File: src/rtl/fifo_pkg.sv
`default_nettype none
// ============================================================================
//  Module      : fifo_pkg
//  Description : Shared defaults and helpers for the parametrised sync FIFO.
//  Revision    : 1.0  initial release
// ============================================================================
package fifo_pkg;

    // Default configuration of the FIFO family.
    localparam int c_DEFAULT_WIDTH    = 32;
    localparam int c_DEFAULT_DEPTH    = 8;
    localparam int c_DEFAULT_AE_LEVEL = 1;

    // Pointer/count width: address bits plus one wrap bit, so a count of
    // exactly DEPTH is representable.
    function automatic int ptr_width(input int depth);
        return $clog2(depth) + 1;
    endfunction

endpackage : fifo_pkg
`default_nettype wire

File: src/rtl/fifo_mem.sv
`default_nettype none
// ============================================================================
//  Module      : fifo_mem
//  Description : DEPTH x WIDTH storage array. One synchronous write port,
//                one asynchronous (combinational) read port. Not reset.
//  Revision    : 1.0  initial release
// ============================================================================
module fifo_mem #(
    parameter int WIDTH = 32,
    parameter int DEPTH = 8
) (
    input  logic                       clk,
    input  logic                       wr_en_i,
    input  logic [$clog2(DEPTH)-1:0]   wr_addr_i,
    input  logic [WIDTH-1:0]           wr_data_i,
    input  logic [$clog2(DEPTH)-1:0]   rd_addr_i,
    output logic [WIDTH-1:0]           rd_data_o
);

    logic [WIDTH-1:0] mem_q [DEPTH];

    // Write the incoming word into the addressed entry on an accepted push.
    always_ff @(posedge clk) begin
        if (wr_en_i) begin
            mem_q[wr_addr_i] <= wr_data_i;
        end
    end

    // Read port is purely combinational so the top can either register it
    // or present it directly (fall-through).
    assign rd_data_o = mem_q[rd_addr_i];

endmodule : fifo_mem
`default_nettype wire

File: src/rtl/fifo_sync_param.sv
`default_nettype none
// ============================================================================
//  Module      : fifo_sync_param
//  Description : Parametrised single-clock FIFO with occupancy count,
//                almost-full/almost-empty thresholds, sticky overflow and
//                underflow flags and a synchronous flush.
//                Build option FIFO_FWFT_EN: first-word-fall-through output
//                (head word shown while not empty). Without it the output
//                is a register loaded on each accepted pop.
//  Revision    : 1.0  initial release
// ============================================================================
module fifo_sync_param
    import fifo_pkg::*;
#(
    parameter int WIDTH    = c_DEFAULT_WIDTH,
    parameter int DEPTH    = c_DEFAULT_DEPTH,
    parameter int AF_LEVEL = DEPTH - 1,
    parameter int AE_LEVEL = c_DEFAULT_AE_LEVEL
) (
    input  logic                          clk,
    input  logic                          reset,
    input  logic                          clear,
    input  logic                          push,
    input  logic                          pop,
    input  logic [WIDTH-1:0]              dataIn,
    output logic [WIDTH-1:0]              fifo_out,
    output logic                          fifo_full,
    output logic                          fifo_empty,
    output logic                          almost_full,
    output logic                          almost_empty,
    output logic [ptr_width(DEPTH)-1:0]   count,
    output logic                          overflow,
    output logic                          underflow
);

    localparam int PW = ptr_width(DEPTH);
    localparam int AW = PW - 1;
    localparam logic [PW-1:0] c_PTR_ONE = PW'(1);
    localparam logic [PW-1:0] c_FULL_COUNT = PW'(DEPTH);

    // ------------------------------------------------------------------
    // State
    // ------------------------------------------------------------------
    logic [PW-1:0] wr_ptr_q, wr_ptr_d;
    logic [PW-1:0] rd_ptr_q, rd_ptr_d;
    logic [PW-1:0] count_q,  count_d;
    logic          overflow_q,  overflow_d;
    logic          underflow_q, underflow_d;

    logic          w_full;
    logic          w_empty;
    logic          w_pop_ok;
    logic          w_push_ok;
    logic          w_mem_wr_en;
    logic [WIDTH-1:0] w_rd_data;

    // Flags come only from the registered count, never from push/pop.
    assign w_full  = (count_q == c_FULL_COUNT);
    assign w_empty = (count_q == '0);

    // A pop needs data; a push may use the slot freed by a same-cycle pop,
    // which is what allows full throughput while full.
    assign w_pop_ok  = pop & ~w_empty;
    assign w_push_ok = push & (~w_full | w_pop_ok);

    // A flush suppresses the write so stale data is not half-committed.
    assign w_mem_wr_en = w_push_ok & ~clear;

    // ------------------------------------------------------------------
    // Storage
    // ------------------------------------------------------------------
    fifo_mem #(
        .WIDTH (WIDTH),
        .DEPTH (DEPTH)
    ) u_fifo_mem (
        .clk       (clk),
        .wr_en_i   (w_mem_wr_en),
        .wr_addr_i (wr_ptr_q[AW-1:0]),
        .wr_data_i (dataIn),
        .rd_addr_i (rd_ptr_q[AW-1:0]),
        .rd_data_o (w_rd_data)
    );

    // Next-state for pointers, occupancy and sticky error flags; flush wins.
    always_comb begin
        wr_ptr_d    = wr_ptr_q;
        rd_ptr_d    = rd_ptr_q;
        count_d     = count_q;
        overflow_d  = overflow_q;
        underflow_d = underflow_q;
        if (clear) begin
            wr_ptr_d    = '0;
            rd_ptr_d    = '0;
            count_d     = '0;
            overflow_d  = 1'b0;
            underflow_d = 1'b0;
        end else begin
            // DEPTH is a power of two, so plain increment wraps the address
            // bits to zero and toggles the wrap bit.
            if (w_push_ok) begin
                wr_ptr_d = wr_ptr_q + c_PTR_ONE;
            end
            if (w_pop_ok) begin
                rd_ptr_d = rd_ptr_q + c_PTR_ONE;
            end
            case ({w_push_ok, w_pop_ok})
                2'b10:   count_d = count_q + c_PTR_ONE;
                2'b01:   count_d = count_q - c_PTR_ONE;
                default: count_d = count_q;
            endcase
            overflow_d  = overflow_q  | (push & ~w_push_ok);
            underflow_d = underflow_q | (pop  & ~w_pop_ok);
        end
    end

    // Control state register; asynchronous reset empties the FIFO at once.
    always_ff @(posedge clk or negedge reset) begin
        if (!reset) begin
            wr_ptr_q    <= '0;
            rd_ptr_q    <= '0;
            count_q     <= '0;
            overflow_q  <= 1'b0;
            underflow_q <= 1'b0;
        end else begin
            wr_ptr_q    <= wr_ptr_d;
            rd_ptr_q    <= rd_ptr_d;
            count_q     <= count_d;
            overflow_q  <= overflow_d;
            underflow_q <= underflow_d;
        end
    end

    // ------------------------------------------------------------------
    // Read data path
    // ------------------------------------------------------------------
`ifdef FIFO_FWFT_EN
    // Head word is visible directly; forced to zero when nothing is stored
    // so uninitialised memory never leaks out.
    assign fifo_out = w_empty ? '0 : w_rd_data;
`else
    logic [WIDTH-1:0] fifo_out_q, fifo_out_d;

    // Load the head word on an accepted pop, otherwise hold; flush zeroes it.
    always_comb begin
        fifo_out_d = fifo_out_q;
        if (clear) begin
            fifo_out_d = '0;
        end else if (w_pop_ok) begin
            fifo_out_d = w_rd_data;
        end
    end

    // Output data register.
    always_ff @(posedge clk or negedge reset) begin
        if (!reset) begin
            fifo_out_q <= '0;
        end else begin
            fifo_out_q <= fifo_out_d;
        end
    end

    assign fifo_out = fifo_out_q;
`endif

    // ------------------------------------------------------------------
    // Status outputs
    // ------------------------------------------------------------------
    assign fifo_full    = w_full;
    assign fifo_empty   = w_empty;
    assign almost_full  = (int'(count_q) >= AF_LEVEL);
    assign almost_empty = (int'(count_q) <= AE_LEVEL);
    assign count        = count_q;
    assign overflow     = overflow_q;
    assign underflow    = underflow_q;

endmodule : fifo_sync_param
`default_nettype wire

File: config.mk
export PLATFORM = sky130hd
export DESIGN_NAME = fifo_sync_param
export DESIGN_NICKNAME = d
export VERILOG_FILES = /design/src/rtl/fifo_pkg.sv /design/src/rtl/fifo_mem.sv /design/src/rtl/fifo_sync_param.sv
export SDC_FILE = /design/constraint.sdc
export NUM_CORES = 1
export LEC_CHECK = 0
export ABC_AREA = 1
export BUFFER_PORTS_ARGS = -buffer_cell sky130_fd_sc_hd__buf_2
export CORE_UTILIZATION = 30
export CTS_CLUSTER_DIAMETER = 30
export DETAILED_ROUTE_END_ITERATION = 16
export HOLD_SLACK_MARGIN = 0.12
export MAX_ROUTING_LAYER = met4
export PLACE_DENSITY = 0.51
export SETUP_SLACK_MARGIN = 0.5
export SLEW_MARGIN = 20
export SYNTH_ARGS = -nofsm -noshare
export SYNTH_HDL_FRONTEND = slang
export SYNTH_SLANG_ARGS = --single-unit
File: constraint.sdc
create_clock -name clk -period 3.4 [get_ports clk]
set_clock_uncertainty 0.2 [all_clocks]
set_input_delay 0.51 -clock clk [delete_from_list [all_inputs] [get_ports clk]]
set_output_delay 0.51 -clock clk [all_outputs]
set_load 0.02 [all_outputs]
==> results.toml, run 1 <==
[cells_and_area]
layout-drive-gt1-share_pct = 20.3
syn_to_final_growth_pct = 31.3
n_fill_cell = 3634
fin_nets = 1127

[sta]
tns_ns = 0
drv_slew = 0
final_hold_viol_count = 0
finalCriticalPeriod_ns = 2.71
setup_viol = 0
tightest_slew_ns = 0.810
slew_headroom_pct = 46.0
fmax_ghz = 0.369
rsz0062_at_grt = "false"
fin_crit_sh_pct = 79.7
fin_hold_ws_ns = 0.165

[synth]
synth_area_leaders = "edfxtp_1, dfrtp_1, nor2_1, o21ai_0, o211ai_1"
ys_types = 28
ys_async_sr_fraction_pct = 14.7
syn_area_um2 = 11900
synth.top_cell.area_share_pct = 64.7
synthCells = 938
synthesis.nets = 981
synth_edf_count = 256
ys_warn_count = 0
synth-seq-cells = 300
ys.flop_type = "edfxtp_1"
yosysTopAreaCell = "edfxtp_1"
synth_area_per_cell_um2 = 12.7
synth_common_cells = "edfxtp_1, nor2_1, o21ai_0"
seq_area_frac_synth_pct = 74.0
yosysMostFrequentCell = "edfxtp_1"

[worst_setup_path]
critPathKind = "register to register"
crit_required_ns = 3.43
cp_max_fo = 24
cp-end-kind = "register"
startpoint_type = "register"
arrival_ns = 2.74

[route]
vias_per_cell = 4.55
route.detailed.drc = 0
drtIter0Drc = 536
wl_per_cell_um = 16.8
dr.pass1.iters = 5
wirelength_mm = 27.9
ant_nets = 0
vias = 7538

[clock_network]
clock_path_buffers = 3
cts_buffers = 67
clk_latency_ns = 0.55
tritoncts = "done"
cts_setup_buffers = 0
numClockSinks = 300
h-tree-depth = 3
clk_pin_slew_ns = 0.04
cts_root_buf = "clkbuf_16"

[floorplanning]
start_util_pct = 30.6
die_y_um = 201
rows = 72
core_um2 = 38800
io_pins = 79
die_w_um = 201
dieArea_um2 = 40400

[placement]
gp_congestion = 0.742
dp_hpwl_mm = 15.0
port_buffers = 78

[grt]
met2_usage_pct = 22.8
grt_pass1_vias = 7748
track_usage_pct = 14.4
grt_max_degree = 130
antenna_found_initial = 1
grtUsageMet1_pct = 18.2
grt-ovfl-total = 0
grt-busiest-layer = "met2"
grt_pass1_wl_mm = 43.8
grt_util_met3_pct = 2.91

[power_and_ir_drop]
p_leak_nw = 5.78
pwr-share-seq_pct = 33.7
p_clk_share_pct = 49.9
power_density_nw_per_um2 = 838
comb_power_share_pct = 16.4
p_switching_mw = 3.70
p_sw_share_pct = 28.3
ir_drop_mv = 0.487
internal_power_mw = 9.38

[flow_run]
drv_cap = 0

[outcome]
status = "finished, final reports clean"

[hold_path]
min_path_type = "primary input to register"
power by group through the flow:
stage	clock network (mW)	logic (mW)	registers, mW
floorplan	0	1.39	4.58
global placement	0	2.14	4.47
detailed placement	0	2.16	4.47
CTS	6.63	2.21	4.41
global route	6.80	2.43	4.44
finish	6.52	2.15	4.41
routing by layer:
metal  vias up  share of wire, %
met1      3624                46
li1       3699                 -
met4         0               2.4
met3        46               4.7
met2       169                47
met5         -                 0
timing repair:
item / 4_1_cts / 5_1_grt
hold buffers: 35 / 0
hold endpoints to repair: 294 / 0
resized for setup: 0 / 0
sequential cells by signal, summed over array words and instances (netlist names):
| signal | flops |
|---|---|
| fifo_out | 32 |
| wr_ptr_q | 3 |
| underflow | 1 |
| u_fifo_mem.mem_q | 256 |
| count | 4 |
| rd_ptr_q | 3 |
| overflow | 1 |
worst max-delay path, cell delays in order, from the launching register on:
cell,delay (ns)
dfrtp_1,0.42
inv_1,0.12
ha_1,0.24
nand2_1,0.08
nor2_2,0.04
inv_2,0.09
o21ai_2,0.06
nor2_1,0.23
nand2_1,0.29
nor2_4,0.35
buf_12,0.24
final timing paths:
| path | start | cells after the start | endpoint | slack (ns) |
|---|---|---|---|---|
| setup / recovery | count[0] | 10 | u_fifo_mem.mem_q[1][14] | 0.69 |
| hold / removal | pop | 3 | rd_ptr_q[2] | 0.16 |
| setup reg to reg | count[0] | 10 | u_fifo_mem.mem_q[1][14] | 0.69 |
| hold reg to reg | fifo_out[0] | 2 | fifo_out[0] | 0.27 |
| max in group asynchronous | reset | 3 | rd_ptr_q[0] | 2.30 |
| min in group asynchronous | reset | 2 | fifo_out[12] | 0.21 |
final cells by class:
cell class	count	area [um^2]	share of cell area [%]
Tap cell	518	648	4.15
Antenna cell	1	2.50	0.0160
Multi-Input combinational cell	563	2760	17.7
Timing Repair Buffer	135	1020	6.53
Sequential cell	300	8800	56.4
Clock inverter	49	577	3.70
Inverter	17	65.1	0.417
Clock buffer	74	1730	11.1
stage by stage:
| step | instance area (um^2) | cells | total power [mW] | setup slack (ns) | util, % |
|---|---|---|---|---|---|
| CTS | 15600 | 1655 | 13.2 | 0.690 | 40.1 |
| detailed placement | 12900 | 1497 | 6.63 | 0.694 | 33.3 |
| floorplan | 11900 | 938 | 5.97 | 0.419 | - |
| global placement | 12900 | 1497 | 6.61 | 0.679 | 33.3 |
| finish | 15600 | 1657 | 13.1 | 0.690 | 40.2 |
| global route | 15600 | 1657 | 13.7 | 0.503 | 40.2 |
cell usage in the layout, fill, tap and decap left out, types with 4 or more instances in the layout:
cell,Yosys,layout
edfxtp_1,256,256
nor2_1,206,198
o21ai_0,115,115
nand2_1,89,89
buf_2,25,78
clkbuf_16,0,68
o211ai_1,64,64
nand3_1,42,42
dfrtp_1,44,42
dlygate4sd3_1,0,35
o21ai_1,19,19
buf_4,9,13
inv_1,12,12
clkinv_2,0,11
clkinv_1,1,10
bufinv_16,0,10
nor2_4,1,9
buf_12,0,9
clkinvlp_4,0,7
ha_1,6,6
inv_6,0,6
clkbuf_1,15,5
a21oi_1,4,4
nand4_1,4,4
logic make-up (layout without fill, tap and decap cells):
logic type,after synthesis,in the layout,synth area share (%)
AOI/OAI and AO/OA,205,205,10.1
other,0,1,0
and+or+nand+nor,349,349,11.8
xor gates and xnor gates,3,3,0.221
DFF,300,300,74.0
adders and majority gates,6,6,0.632
buffers and inverters,75,275,3.29
(Power assumes the default switching activity.)
==> inputs of run 2 (changes only) <==
==> constraint.sdc (replaced) <==
create_clock -name clk -period 2.2 [get_ports clk]
set_clock_uncertainty 0.2 [all_clocks]
set_input_delay 0.33 -clock clk [delete_from_list [all_inputs] [get_ports clk]]
set_output_delay 0.33 -clock clk [all_outputs]
set_load 0.02 [all_outputs]
==> results.toml, run 2 (synthesized netlist as in run 1, its figures left out) <==
[outcome]
status = "finished, violations left"
violations = "hold timing"

[cells_and_area]
multi_input_area_um2 = 2870
n_fill_cell = 3539
final_common_cell = "edfxtp_1"
regArea_um2 = 8800
layout-drive-gt1-share_pct = 25.5
largest_reg_flops = 256
max_flop_register = "u_fifo_mem.mem_q"
fin_nets = 1182
syn_to_final_growth_pct = 41.0
design_area_um2 = 16800
final_cells = 1718
antenna_cells = 0
final_cell_mix = "edfxtp_1, nor2_1, o21ai_0, clkbuf_16, nand2_1"

[worst_setup_path]
r2r_start = "count[0]"
cp_max_fo = 15
regToRegSetupSlack_ns = 0.02
crit_family = "simple AND/OR/NAND/NOR gates"
r2r_end = "u_fifo_mem.mem_q[3][13]"
path_common_cell = "nor2_4"
path_cells = "buf_6 > inv_6 > ha_4 > nand2_4 > nor2_4 > inv_2 > o21ai_4 > nor2_4 > nand2_4 > nor2_4 > buf_6 > buf_12"
path_depth = 12
startpoint = "count[0]"
crit_required_ns = 2.27
critPathKind = "register to register"
arrival_ns = 2.26
critPathMaxStageDelay_ns = 0.36
endpoint = "u_fifo_mem.mem_q[3][13]"
reg2regPathDepth = 12
cp-end-kind = "register"
crit_buf_inv = 5
crit_path_top_delay_cell = "dfrtp_2"
startpoint_type = "register"

[power_and_ir_drop]
ir_drop_mv = 0.780
p_leak_nw = 6.26
power_density_nw_per_um2 = 1290
power.total_mw = 21.6

[clock_network]
clock_path_buffers = 3
clk_latency_ns = 0.58
numClockSinks = 300
clk_pin_slew_ns = 0.04
cts_buffers = 77
tritoncts = "done"
cts_root_buf = "clkbuf_16"
h-tree-depth = 3

[sta]
drv_slew = 0
slew_headroom_pct = 47.7
fmax_ghz = 0.458
finalCriticalPeriod_ns = 2.18
final_hold_viol_count = 5
rsz0062_at_grt = "true"
fin_hold_ws_ns = -0.160
tightest_slew_ns = 0.784
fin_crit_sh_pct = 99.2
setup_viol = 0
setup_slack_ns = 0.0185

[placement]
port_buffers = 78
dpl.cell_count = 1509
placed_area_um2 = 13300
dp_hpwl_mm = 17.3
gp_congestion = 0.762
dp_slack_ns = 0.0880

[floorplanning]
core_um2 = 38800
io_pins = 79
die_w_um = 201
start_util_pct = 30.6
dieArea_um2 = 40400
die_y_um = 201
rows = 72

[route]
vias_per_cell = 4.66
wl_per_cell_um = 18.7
wirelength_mm = 32.1
route.detailed.drc = 0
dr.pass1.iters = 4
vias = 8002
ant_nets = 0
drtIter0Drc = 557

[hold_path]
min_path_type = "primary input to register"
min_delay_path_depth = 2

[grt]
grt_pass1_vias = 8055
track_usage_pct = 15.7
grt_max_degree = 84
grt-ovfl-total = 0
antenna_found_initial = 0
grt_pass1_wl_mm = 47.3

[flow_run]
drv_cap = 0
[run 2: cell type report]
type	count	share of cell area, %
clock buffers	95	12.3
clock inverters	45	2.65
inverters	17	0.538
multi-input cells	563	17.1
flip-flops and latches	300	52.5
well taps	518	3.87
repair buffers	180	10.9
[run 2: metal layers]
metal	track usage [%]	part of all wire, %	vias to the layer above
met4	5.53	1.8	0
met1	20.2	46	3934
met3	3.62	4.5	54
met5	-	0	-
met2	24.2	48	192
li1	-	-	3822
[run 2: how the worst min path moves through the flow]
stage	to	startpoint	slack, ns
after detailed placement	count[0]	reset	0.25
final	underflow	clear	-0.16
after global placement	count[0]	reset	0.23
after CTS	underflow	clear	-0.18
after floorplan	count[0]	reset	-0.17
after global routing	underflow	clear	-0.15
[run 2: worst reg2reg max path, cell delays in order (launching register included)]
cell and delay (ns):
dfrtp_2 0.36, buf_6 0.11, inv_6 0.04, ha_4 0.17, nand2_4 0.07, nor2_4 0.04, inv_2 0.07, o21ai_4 0.06
nor2_4 0.19, nand2_4 0.14, nor2_4 0.15, buf_6 0.13, buf_12 0.15
[run 2: repair_timing]
item                                    CTS  global route
endpoints found under the setup margin  300           308
hold endpoints to repair                290             8
pin swaps                                 5             8
hold buffers                             33             3
setup buffers                            15             7
gates resized for setup                  23            32
cloned                                    1            10
[run 2: where the power goes]
| group | total [mW] | switching, mW | internal, mW |
|---|---|---|---|
| Clock | 10.7 | 3.42 | 7.25 |
| Combinational | 4.21 | 2.69 | 1.52 |
| Sequential | 6.75 | 0.196 | 6.55 |
| Total | 21.6 | 6.31 | 15.3 |
[run 2: metrics by stage]
step                TNS, ns  hold WS [ns]  utilization (%)
CTS                       0        -0.182             42.0
detailed placement        0         0.255             34.1
finish                    0        -0.160             43.1
global placement          0         0.233             34.1
global route          -4.80        -0.148             43.1
floorplan            -43.66        -0.166                -
